===== config.mk =====
export PLATFORM = sky130hd
export DESIGN_NAME = axis_fifo_rd_ctrl
export DESIGN_NICKNAME = d
export VERILOG_FILES = /design/src/rtl/axis_fifo_rd_ctrl.sv
export SDC_FILE = /design/constraint.sdc
export NUM_CORES = 1
export LEC_CHECK = 0
export BUFFER_PORTS_ARGS = -buffer_cell sky130_fd_sc_hd__buf_4
export CAP_MARGIN = 5
export CORE_UTILIZATION = 40
export CTS_BUF_LIST = sky130_fd_sc_hd__clkbuf_4 sky130_fd_sc_hd__clkbuf_8 sky130_fd_sc_hd__clkbuf_16
export CTS_CLUSTER_DIAMETER = 80
export DETAILED_ROUTE_END_ITERATION = 12
export SLEW_MARGIN = 20
export SYNTH_ARGS = -nofsm -noshare
export SYNTH_HDL_FRONTEND = slang
export SYNTH_SLANG_ARGS = --single-unit

===== constraint.sdc =====
create_clock -name rd_clk -period 3.05 [get_ports rd_clk]
set_input_delay 0.61 -clock rd_clk [delete_from_list [all_inputs] [get_ports rd_clk]]
set_output_delay 0.61 -clock rd_clk [all_outputs]
set_load 0.02 [all_outputs]

===== src/rtl/axis_fifo_rd_ctrl.sv =====
// Reads one packet of pkt_len words from a latency-1 FIFO and replays it on an
// AXI-Stream master through a 2-entry skid buffer, with TLAST on the final word.
module axis_fifo_rd_ctrl #(
    parameter int C_M_AXIS_TDATA_WIDTH = 32,
    parameter int LEN_WIDTH            = 16
) (
    input  logic                              rd_clk,
    input  logic                              rst,
    input  logic                              start,
    input  logic [LEN_WIDTH-1:0]              pkt_len,
    output logic                              busy,
    output logic                              done,
    output logic                              fifo_rd_en,
    input  logic [C_M_AXIS_TDATA_WIDTH-1:0]   fifo_dout,
    input  logic                              fifo_empty,
    output logic                              M_AXIS_TVALID,
    output logic [C_M_AXIS_TDATA_WIDTH-1:0]   M_AXIS_TDATA,
    output logic [C_M_AXIS_TDATA_WIDTH/8-1:0] M_AXIS_TKEEP,
    output logic                              M_AXIS_TLAST,
    input  logic                              M_AXIS_TREADY
);

    typedef enum logic [1:0] {
        S_IDLE  = 2'd0,
        S_RUN   = 2'd1,
        S_DRAIN = 2'd2
    } state_t;

    state_t                          r_state;
    state_t                          w_state_next;
    logic [LEN_WIDTH-1:0]            r_len;
    logic [LEN_WIDTH-1:0]            r_rd_cnt;
    logic [LEN_WIDTH-1:0]            r_tx_cnt;
    logic [1:0]                      r_occ;
    logic                            r_inflight;
    logic                            r_done;
    logic [C_M_AXIS_TDATA_WIDTH-1:0] r_buf [2];

    logic                            w_accept;
    logic                            w_hs;
    logic                            w_last_word;
    logic [1:0]                      w_occ_pop;
    logic [2:0]                      w_commit;
    logic [LEN_WIDTH-1:0]            w_len_m1;

    assign w_accept    = (r_state == S_IDLE) && start && (pkt_len != '0);
    assign w_hs        = M_AXIS_TVALID && M_AXIS_TREADY;
    assign w_occ_pop   = r_occ - {1'b0, w_hs};
    // Entries already owned by the buffer once this cycle's pop is taken out.
    assign w_commit    = {1'b0, w_occ_pop} + {2'b00, r_inflight};
    assign w_len_m1    = r_len - LEN_WIDTH'(1);
    assign w_last_word = w_hs && M_AXIS_TLAST;

    assign busy          = (r_state != S_IDLE);
    assign done          = r_done;
    assign M_AXIS_TVALID = (r_occ != 2'd0);
    assign M_AXIS_TDATA  = r_buf[0];
    assign M_AXIS_TKEEP  = '1;
    assign M_AXIS_TLAST  = M_AXIS_TVALID && (r_tx_cnt == w_len_m1);

    assign fifo_rd_en = (r_state == S_RUN) && !fifo_empty &&
                        (r_rd_cnt < r_len) && (w_commit < 3'd2);

    always_comb begin
        w_state_next = r_state;
        case (r_state)
            S_IDLE:  if (w_accept) w_state_next = S_RUN;
            S_RUN:   if (fifo_rd_en && (r_rd_cnt == w_len_m1)) w_state_next = S_DRAIN;
            S_DRAIN: if (w_last_word) w_state_next = S_IDLE;
            default: w_state_next = S_IDLE;
        endcase
    end

    always_ff @(posedge rd_clk) begin
        if (rst) begin
            r_state    <= S_IDLE;
            r_len      <= '0;
            r_rd_cnt   <= '0;
            r_tx_cnt   <= '0;
            r_occ      <= 2'd0;
            r_inflight <= 1'b0;
            r_done     <= 1'b0;
        end else begin
            r_state    <= w_state_next;
            r_inflight <= fifo_rd_en;
            r_occ      <= w_occ_pop + {1'b0, r_inflight};
            r_done     <= w_last_word;
            if (w_accept) begin
                r_len    <= pkt_len;
                r_rd_cnt <= '0;
                r_tx_cnt <= '0;
            end else begin
                if (fifo_rd_en) r_rd_cnt <= r_rd_cnt + LEN_WIDTH'(1);
                if (w_hs)       r_tx_cnt <= r_tx_cnt + LEN_WIDTH'(1);
            end
        end
    end

    // Head shifts on a pop; the returning word lands behind whatever survives it.
    always_ff @(posedge rd_clk) begin
        if (rst) begin
            r_buf[0] <= '0;
            r_buf[1] <= '0;
        end else begin
            if (w_hs)       r_buf[0]            <= r_buf[1];
            if (r_inflight) r_buf[w_occ_pop[0]] <= fifo_dout;
        end
    end

endmodule


==> impl_metrics.json, run 1 <==
{
  "synth_area_um2": 6130,
  "cts_htree_levels": 4,
  "synth_cell_types": 59,
  "synth-edff-count": 64,
  "cp_slowest_cell": "or4_4",
  "finalMaxSlewViolations": 0,
  "crit_chain": "or4_4 -> or4_4 -> o31ai_4 -> o211ai_2 -> a2111oi_4 -> and4_4 -> buf_6",
  "path_clk_slew_ps": 60,
  "route.detailed.drc": 0,
  "p_leak_nw": 3.21,
  "p_sw_mw": 1.49,
  "wire_per_inst_um": 17.3,
  "relSlewSlack_pct": 65.3,
  "drive_gt1_share_pct": 27.5,
  "grt_first_pass_wirelength_um": 24900,
  "yosys-top-cells-area": "edfxtp_1, dfxtp_1, a22o_1, ha_1, xnor2_1",
  "tns_ps": -334,
  "numPortBuffers": 89,
  "cts_root_buffer": "clkbuf_16",
  "fp.dieH_um": 126,
  "fillCellCount": 1311,
  "grt-ovfl-total": 0,
  "antenna_left": 0,
  "cts-buffers-inserted": 17,
  "synthTopCellsByCount": "edfxtp_1, dfxtp_1, nor2_1",
  "cts_tree": "built",
  "required_ps": 2440,
  "cts_hold_buf": 0,
  "grt_pass1_vias": 4880,
  "grt_max_degree": 33,
  "critPathLaunchType": "register",
  "dp.cells": 855,
  "yosysWarnings": 0,
  "synth_area_per_cell_um2": 10.6,
  "dp_hpwl_um": 11300,
  "antenna_cells": 0,
  "cts_buffer_depth": 2,
  "ios": 94,
  "synth_seq_cells": 118,
  "internal_power_mw": 3.57,
  "violations": "negative setup slack",
  "yosys.area.top_type": "edfxtp_1",
  "powerDensity_nw_per_um2": 644,
  "synth-main-ff-cell": "edfxtp_1",
  "path_class": "register to output port",
  "grt.total_usage_pct": 20.3,
  "clock.fmax_mhz": 296,
  "tightest_slew_ps": 516,
  "power_frac_seq_pct": 38.4,
  "finalHoldViolCount": 0,
  "place_congestion": 0.898,
  "slowest_delay_ps": 560,
  "clkLatencyLatePin_ps": 410,
  "rsz0062_at_grt": "yes",
  "outcome": "finished with violations",
  "setup_viol": 1,
  "cts.sinks": 118,
  "max-vdd-ir-drop_mv": 0.415,
  "routed-via-count": 4773,
  "fin_skew_ps": 9.84,
  "critPathArrivalTime_ps": 2770,
  "nets": 768,
  "clkPwrFrac_pct": 36.9,
  "combPwrFrac_pct": 24.7,
  "yosysTopAreaCellShare_pct": 31.3,
  "core_area_um2": 14800,
  "start_util_pct": 41.6,
  "dr.pass1.iters": 4,
  "layout_min_cycle_time_ps": 3380,
  "drt_iter0_markers": 319,
  "antenna_found_initial": 0,
  "finalWirelength_um": 15400,
  "crit_fanout": 3,
  "setup.worst_path.end_class": "output port",
  "switching_share_pct": 29.5,
  "maxCapViolCount": 0,
  "finalCritPeriodShare_pct": 111,
  "seq_area_frac_synth_pct": 48.9,
  "min_path_type": "primary input to register",
  "yosysMostFrequentCell": "edfxtp_1",
  "fp.dieW_um": 126,
  "finalWorstSetupSlack_ps": -334,
  "netlist_instances": 578,
  "synthToLayoutAreaGrowth_pct": 28.2,
  "async_flop_share_pct": 0,
  "die_area_um2": 15800,
  "rows": 44,
  "final_cells": 890,
  "viasPerCell": 5.36,
  "power_mw": 5.06,
  "cp_common_cell": "or4_4"
}
## final cells by class
cell class              instances  area, um^2  area share [%]
clock buffers                  17         425            5.41
clock inverters                15         128            1.62
flip-flops and latches        118        3010            38.2
well taps                     184         230            2.93
multi-input cells             399        2960            37.7
repair buffers                131        1020            12.9
inverters                      26        97.6            1.24
## cell usage in the layout (no fill, tap or decap), types with 20 or more instances in the layout
master | netlist | layout
xnor2_1 | 27 | 27
dfxtp_1 | 54 | 51
edfxtp_1 | 64 | 64
and2_1 | 35 | 35
inv_1 | 25 | 24
ha_1 | 22 | 20
nand3_1 | 20 | 20
a22o_1 | 32 | 32
a21oi_1 | 23 | 23
nor2_1 | 43 | 42
buf_4 | 4 | 127
## flip-flops by register name, summed over array words and instances, names as in the netlist
| name | count |
|---|---|
| done | 1 |
| r_buf | 64 |
| r_inflight | 1 |
| r_len | 16 |
| r_occ | 2 |
| r_rd_cnt | 16 |
| r_state | 2 |
| r_tx_cnt | 16 |
## worst max-delay path, delay by kind of cell (launching register included)
family / cells / cell delay, ps
AND/OR/NAND/NOR: 3 / 1390
AO/OA/AOI/OAI: 3 / 550
flip-flops: 1 / 310
buffers and inverters: 1 / 120
## layer usage
layer,GRT usage (%),part of all wire (%),vias up
met5,0,0,-
met4,5.88,0.97,0
met3,7.22,7.4,12
met2,33.0,48,116
met1,25.5,44,2307
li1,-,-,2338
## logic make-up (layout without fill, tap and decap cells)
group	after synthesis	in the layout	share of synthesized area, %
other	1	4	0.0611
adder cells (fa/ha/maj)	22	22	4.49
AND/OR/NAND/NOR	207	207	18.8
flip-flops	118	118	48.9
AO/OA/AOI/OAI	101	101	12.3
XOR/XNOR	48	48	8.20
buffers and inverters	64	189	4.45
multiplexers	17	17	2.77
## metrics by stage
step                utilization, %  cell area [um^2]  worst slack (ps)  hold WS, ps
detailed placement            48.9              7210              37.3          507
global placement              48.9              7210              41.4          509
global route                  53.3              7870              -409          447
finish                        53.3              7870              -334          444
floorplan                        -              6150             0.403          477
CTS                           53.0              7820              -354          424
## power groups by stage
| stage | combinational (mW) | sequential [mW] | clock (mW) |
|---|---|---|---|
| 2_1_floorplan | 0.539 | 2.10 | 0 |
| 3_3_place_gp | 1.17 | 1.97 | 0 |
| 3_5_place_dp | 1.17 | 1.97 | 0 |
| 4_1_cts | 1.22 | 1.94 | 1.90 |
| 5_1_grt | 1.36 | 1.96 | 1.97 |
| 6_report | 1.25 | 1.94 | 1.87 |
## path summary, 6_finish.rpt
| kind | end | cells past startpoint | from | slack, ps |
|---|---|---|---|---|
| setup / recovery | M_AXIS_TLAST | 7 | r_len[10]$_SDFFE_PP0P_ | -330 |
| hold / removal | r_len[0]$_SDFFE_PP0P_ | 3 | pkt_len[0] | 440 |
| setup reg to reg | r_rd_cnt[11]$_SDFFE_PP0P_ | 14 | r_occ[1]$_SDFF_PP0_ | 250 |
| hold reg to reg | r_rd_cnt[15]$_SDFFE_PP0P_ | 2 | r_rd_cnt[15]$_SDFFE_PP0P_ | 530 |
## what timing repair did
item	CTS	global route
buffers inserted	1	2
resized for setup	10	12
endpoints found under the setup margin	2	2
hold endpoints to repair	0	0
pin swaps	2	5
Note: power is estimated with default switching activity, not from simulation.
==> run 2: changes to the inputs <==
--- a/config.mk
+++ b/config.mk
@@ -8,7 +8,7 @@
 export BUFFER_PORTS_ARGS = -buffer_cell sky130_fd_sc_hd__buf_4
 export CAP_MARGIN = 5
 export CORE_UTILIZATION = 40
-export CTS_BUF_LIST = sky130_fd_sc_hd__clkbuf_4 sky130_fd_sc_hd__clkbuf_8 sky130_fd_sc_hd__clkbuf_16
+export CTS_BUF_LIST = sky130_fd_sc_hd__clkbuf_8
 export CTS_CLUSTER_DIAMETER = 80
 export DETAILED_ROUTE_END_ITERATION = 12
 export SLEW_MARGIN = 20
==> run 2 against run 1 <==
Effect of this change:
- the run still ends with negative setup slack left
- hold slack worse by 33 ps
- die area stayed put
- non-clock buffer count is 2 higher
- largest power group unchanged
==> impl_metrics.json, run 2 (synthesis gave the netlist of run 1 again) <==
{
  "outcome": "finished with violations",
  "violations": "negative setup slack",
  "cts_hold_buf": 0,
  "cts_htree_levels": 4,
  "fp.dieW_um": 126,
  "required_ps": 2440,
  "critPathArrivalTime_ps": 2810,
  "finalCritPeriodShare_pct": 112,
  "internal_power_mw": 3.12,
  "largest_register_ffs": 64,
  "power_mw": 4.57,
  "clock.fmax_mhz": 293,
  "setup.worst_path.end_class": "output port",
  "cts_buffer_depth": 2,
  "antenna_found_initial": 0,
  "cts_root_buffer": "clkbuf_8",
  "synthToLayoutAreaGrowth_pct": 25.7,
  "top_register": "r_buf",
  "die_area_um2": 15800,
  "layout_min_cycle_time_ps": 3420,
  "min_path_cells": 3,
  "grt_first_pass_wirelength_um": 24700,
  "final_cell_mix": "buf_4, edfxtp_1, dfxtp_1, nor2_1, and2_1",
  "switching_share_pct": 31.6,
  "maxCapViolCount": 0,
  "cts.sinks": 118,
  "grt-ovfl-total": 0,
  "antenna_left": 0,
  "clkPwrFrac_pct": 28.9,
  "nets": 770,
  "combPwrFrac_pct": 28.6,
  "antenna_cells": 0,
  "min_path_type": "primary input to register",
  "finalHoldViolCount": 0,
  "drt_iter0_markers": 289,
  "tightest_slew_ps": 486,
  "route.detailed.drc": 0,
  "cts_tree": "built",
  "viasPerCell": 5.34,
  "grt_pass1_vias": 4847,
  "powerDensity_nw_per_um2": 592,
  "fp.dieH_um": 126,
  "finalMaxSlewViolations": 0,
  "wire_per_inst_um": 17.2,
  "rows": 44,
  "path_clk_slew_ps": 70,
  "path_class": "register to output port",
  "dp_slack_ps": 37.3,
  "clkLatencyLatePin_ps": 440,
  "finalWorstSetupSlack_ps": -366,
  "crit_fanout": 3,
  "relSlewSlack_pct": 67.3,
  "power_frac_seq_pct": 42.5,
  "ff2ff_path_depth": 12,
  "finalWirelength_um": 15400,
  "core_area_um2": 14800,
  "start_util_pct": 41.6,
  "numPortBuffers": 89,
  "grt_max_degree": 33,
  "drive_gt1_share_pct": 28.0,
  "p_sw_mw": 1.44,
  "max-vdd-ir-drop_mv": 0.393,
  "place_congestion": 0.898,
  "cts-buffers-inserted": 17,
  "final_area_um2": 7710,
  "tns_ps": -366,
  "final_common_cell": "buf_4",
  "routed-via-count": 4763,
  "place_area_um2": 7210,
  "fin_skew_ps": 11.7,
  "dp_hpwl_um": 11300,
  "dr.pass1.iters": 4,
  "rsz0062_at_grt": "yes",
  "critPathLaunchType": "register",
  "ios": 94,
  "grt.total_usage_pct": 20.2,
  "setup_viol": 1,
  "p_leak_nw": 3.14
}
run 2: changes by cell type in the layout (fill, tap and decap cells not counted), sizes merged:
| cell | change |
|---|---|
| buf | +2 |
run 2: stage by stage:
stage | hold slack [ps] | util [%] | std cells
finish | 411 | 52.3 | 892
global route | 411 | 52.3 | 892
CTS | 382 | 51.8 | 890
detailed placement | 507 | 48.9 | 855
global placement | 509 | 48.9 | 855
floorplan | 477 | - | 581
run 2: worst max-delay path, stage by stage (launching register included):
cell and delay (ps):
dfxtp_1 310, or4_4 530, or4_4 560, o31ai_4 190
o211ai_2 130, a2111oi_4 240, and4_4 300, buf_6 120
run 2: path summary, 6_finish.rpt:
check | startpoint | endpoint | slack [ps]
worst min register to register | r_tx_cnt[1]$_SDFFE_PP0P_ | r_tx_cnt[1]$_SDFFE_PP0P_ | 530
worst max-delay path | r_len[8]$_SDFFE_PP0P_ | M_AXIS_TLAST | -370
worst min-delay path | pkt_len[4] | r_len[4]$_SDFFE_PP0P_ | 410
worst max register to register | r_len[8]$_SDFFE_PP0P_ | r_rd_cnt[11]$_SDFFE_PP0P_ | 300
run 2: timing repair:
action                     4_1_cts  5_1_grt
setup endpoints to repair        2        2
pin swaps                        4        6
resized for setup               14       15
setup buffers                    3        2
run 2: layout make-up:
| type | instances | area [um^2] |
|---|---|---|
| Clock inverter | 15 | 128 |
| Fill cell | 1315 | 7040 |
| Sequential cell | 118 | 3010 |
| Inverter | 26 | 100 |
| Timing Repair Buffer | 133 | 1040 |
| Multi-Input combinational cell | 399 | 2980 |
| Tap cell | 184 | 230 |
| Clock buffer | 17 | 234 |
run 2: routing by layer:
metal / track usage [%] / part of all wire, %
met5: 0 / 0
met4: 7.16 / 1.6
met3: 6.41 / 7.0
met2: 32.8 / 47
met1: 25.2 / 44
run 2: power groups by stage:
stage / clock network (mW) / logic, mW / registers, mW
after floorplan: 0 / 0.539 / 2.10
after global placement: 0 / 1.17 / 1.97
after detailed placement: 0 / 1.17 / 1.97
after CTS: 1.36 / 1.26 / 1.94
after global routing: 1.41 / 1.41 / 1.96
final: 1.32 / 1.31 / 1.94
==> run 3: changes to the inputs <==
--- a/config.mk
+++ b/config.mk
@@ -7,7 +7,7 @@
 export LEC_CHECK = 0
 export BUFFER_PORTS_ARGS = -buffer_cell sky130_fd_sc_hd__buf_4
 export CAP_MARGIN = 5
-export CORE_UTILIZATION = 40
+export CORE_UTILIZATION = 25
 export CTS_BUF_LIST = sky130_fd_sc_hd__clkbuf_8
 export CTS_CLUSTER_DIAMETER = 80
 export DETAILED_ROUTE_END_ITERATION = 12
==> run 3 against run 2 <==
Effect of this change:
- critical path depth stayed put
- die area is 59% higher
- the run still ends with negative setup slack left
- hold slack better by 6.4 ps
- design area is 2.7% higher
- core utilization is 19 points lower
- maximum frequency is 0.52% lower
- clock skew is 0.63 ps lower
- total power is 3.5% higher
==> impl_metrics.json, run 3 (synthesis gave the netlist of run 1 again) <==
{
  "outcome": "finished with violations",
  "violations": "negative setup slack",
  "max-vdd-ir-drop_mv": 0.360,
  "critPathArrivalTime_ps": 2820,
  "r2r_end": "r_rd_cnt[15]$_SDFFE_PP0P_",
  "crit_end": "M_AXIS_TLAST",
  "final_cell_mix": "buf_4, edfxtp_1, dfxtp_1, nor2_1, and2_1",
  "fp.dieW_um": 159,
  "grt_pass1_vias": 4646,
  "wire_per_inst_um": 15.4,
  "finalCritPeriodShare_pct": 113,
  "route.detailed.drc": 0,
  "numPortBuffers": 89,
  "layout_min_cycle_time_ps": 3430,
  "relSlewSlack_pct": 65.9,
  "path_clk_slew_ps": 70,
  "rsz0062_at_grt": "yes",
  "cts_tree": "built",
  "maxCapViolCount": 0,
  "cp_slowest_cell": "or4_4",
  "dp_hpwl_um": 11700,
  "grt_max_degree": 33,
  "largest_register_ffs": 64,
  "cp-startpoint": "r_len[8]$_SDFFE_PP0P_",
  "required_ps": 2440,
  "nets": 770,
  "finalMaxSlewViolations": 0,
  "clkLatencyLatePin_ps": 440,
  "cts-buffers-inserted": 17,
  "cp_common_cell": "or4_4",
  "tightest_slew_ps": 511,
  "powerDensity_nw_per_um2": 596,
  "cts.sinks": 118,
  "rows": 56,
  "final_common_cell": "buf_4",
  "setup_viol": 1,
  "final_area_um2": 7920,
  "p_leak_nw": 3.16,
  "setup.worst_path.end_class": "output port",
  "grt_first_pass_wirelength_um": 25000,
  "antenna_cells": 0,
  "fp.dieH_um": 159,
  "cts_htree_levels": 4,
  "grt-ovfl-total": 0,
  "cts_root_buffer": "clkbuf_8",
  "die_area_um2": 25200,
  "ios": 94,
  "core_area_um2": 23800,
  "ff2ff_path_depth": 13,
  "finalWirelength_um": 15800,
  "finalWorstSetupSlack_ps": -384,
  "grt.total_usage_pct": 13.1,
  "finalHoldViolCount": 0,
  "crit_fanout": 5,
  "dp.cells": 991,
  "power_mw": 4.73,
  "viasPerCell": 4.58,
  "cts_hold_buf": 0,
  "drt_iter0_markers": 284,
  "drive_gt1_share_pct": 27.7,
  "synthToLayoutAreaGrowth_pct": 29.2,
  "antenna_left": 0,
  "fin_skew_ps": 11.1,
  "r2r-start": "r_occ[1]$_SDFF_PP0_",
  "final_cells": 1027,
  "critPathLaunchType": "register",
  "min_path_type": "primary input to register",
  "routed-via-count": 4707,
  "ff2ff_setup_slack_ps": 220,
  "place_area_um2": 7390,
  "start_util_pct": 25.8,
  "crit_chain": "or4_4 -> or4_4 -> o31ai_4 -> o211ai_2 -> a2111oi_4 -> and4_4 -> buf_6",
  "path_class": "register to output port",
  "slowest_delay_ps": 580,
  "dr.pass1.iters": 4,
  "antenna_found_initial": 0,
  "top_register": "r_buf",
  "dp_slack_ps": -29.9,
  "clock.fmax_mhz": 291,
  "place_congestion": 0.863,
  "cts_buffer_depth": 2
}
## run 3: changes by cell type in the layout (fill, tap and decap cells not counted), moves of 2 or more
cell / before / now
buf_4: 127 / 129
buf_6: 4 / 2
bufinv_16: 1 / 3
clkinv_2: 3 / 1
clkinv_4: 2 / 4
dfxtp_1: 50 / 52
dfxtp_2: 4 / 2
inv_6: 4 / 2
## run 3: worst min-delay path by stage
stage                              from                        to  slack (ps)  depth (start not counted)
4_1_cts                      pkt_len[6]     r_len[6]$_SDFFE_PP0P_         390                          3
6_report                     pkt_len[6]     r_len[6]$_SDFFE_PP0P_         420                          3
2_1_floorplan  r_tx_cnt[1]$_SDFFE_PP0P_  r_tx_cnt[1]$_SDFFE_PP0P_         480                          2
3_3_place_gp   r_tx_cnt[1]$_SDFFE_PP0P_  r_tx_cnt[1]$_SDFFE_PP0P_         500                          2
5_1_grt                     pkt_len[15]    r_len[15]$_SDFFE_PP0P_         400                          3
3_5_place_dp   r_tx_cnt[1]$_SDFFE_PP0P_  r_tx_cnt[1]$_SDFFE_PP0P_         500                          2
## run 3: cell type report
| type | count | area [um^2] |
|---|---|---|
| Timing Repair Buffer | 133 | 1030 |
| Clock buffer | 17 | 234 |
| Sequential cell | 118 | 3010 |
| Tap cell | 319 | 399 |
| Multi-Input combinational cell | 399 | 2980 |
| Inverter | 26 | 97.6 |
| Clock inverter | 15 | 178 |
| Fill cell | 2429 | 15800 |
## run 3: layer usage
metal | vias up | track usage (%) | part of all wire (%)
li1 | 2334 | - | -
met1 | 2240 | 16.2 | 45
met4 | 0 | 4.26 | 1.1
met2 | 123 | 21.3 | 47
met3 | 10 | 4.44 | 7.2
met5 | - | 0 | 0
## run 3: stage by stage
step / hold WS, ps / setup TNS (ps) / utilization, %
final: 418 / -384 / 33.4
after detailed placement: 502 / -42.4 / 31.1
after global placement: 496 / 0 / 31.1
after global routing: 399 / -506 / 33.4
after CTS: 393 / -417 / 33.1
after floorplan: 477 / 0 / -
## run 3: worst max-delay path: cells and delay by family (launching register included)
family	cells	cell delay, ps
simple gates	3	1380
flops	1	310
buf+inv	1	120
compound gates	3	570
## run 3: power by group
part	switching (mW)	internal (mW)	total, mW
combinational	0.710	0.590	1.30
sequential	0.0629	1.87	1.93
clock	0.683	0.809	1.49
total	1.46	3.27	4.73
## run 3: repair_timing
action / in CTS / in global routing
setup endpoints to repair: 2 / 2
cloned: 0 / 0
gates resized for setup: 13 / 11
pin swaps: 0 / 2
endpoints found under the hold margin: 0 / 0
buffers inserted: 1 / 3
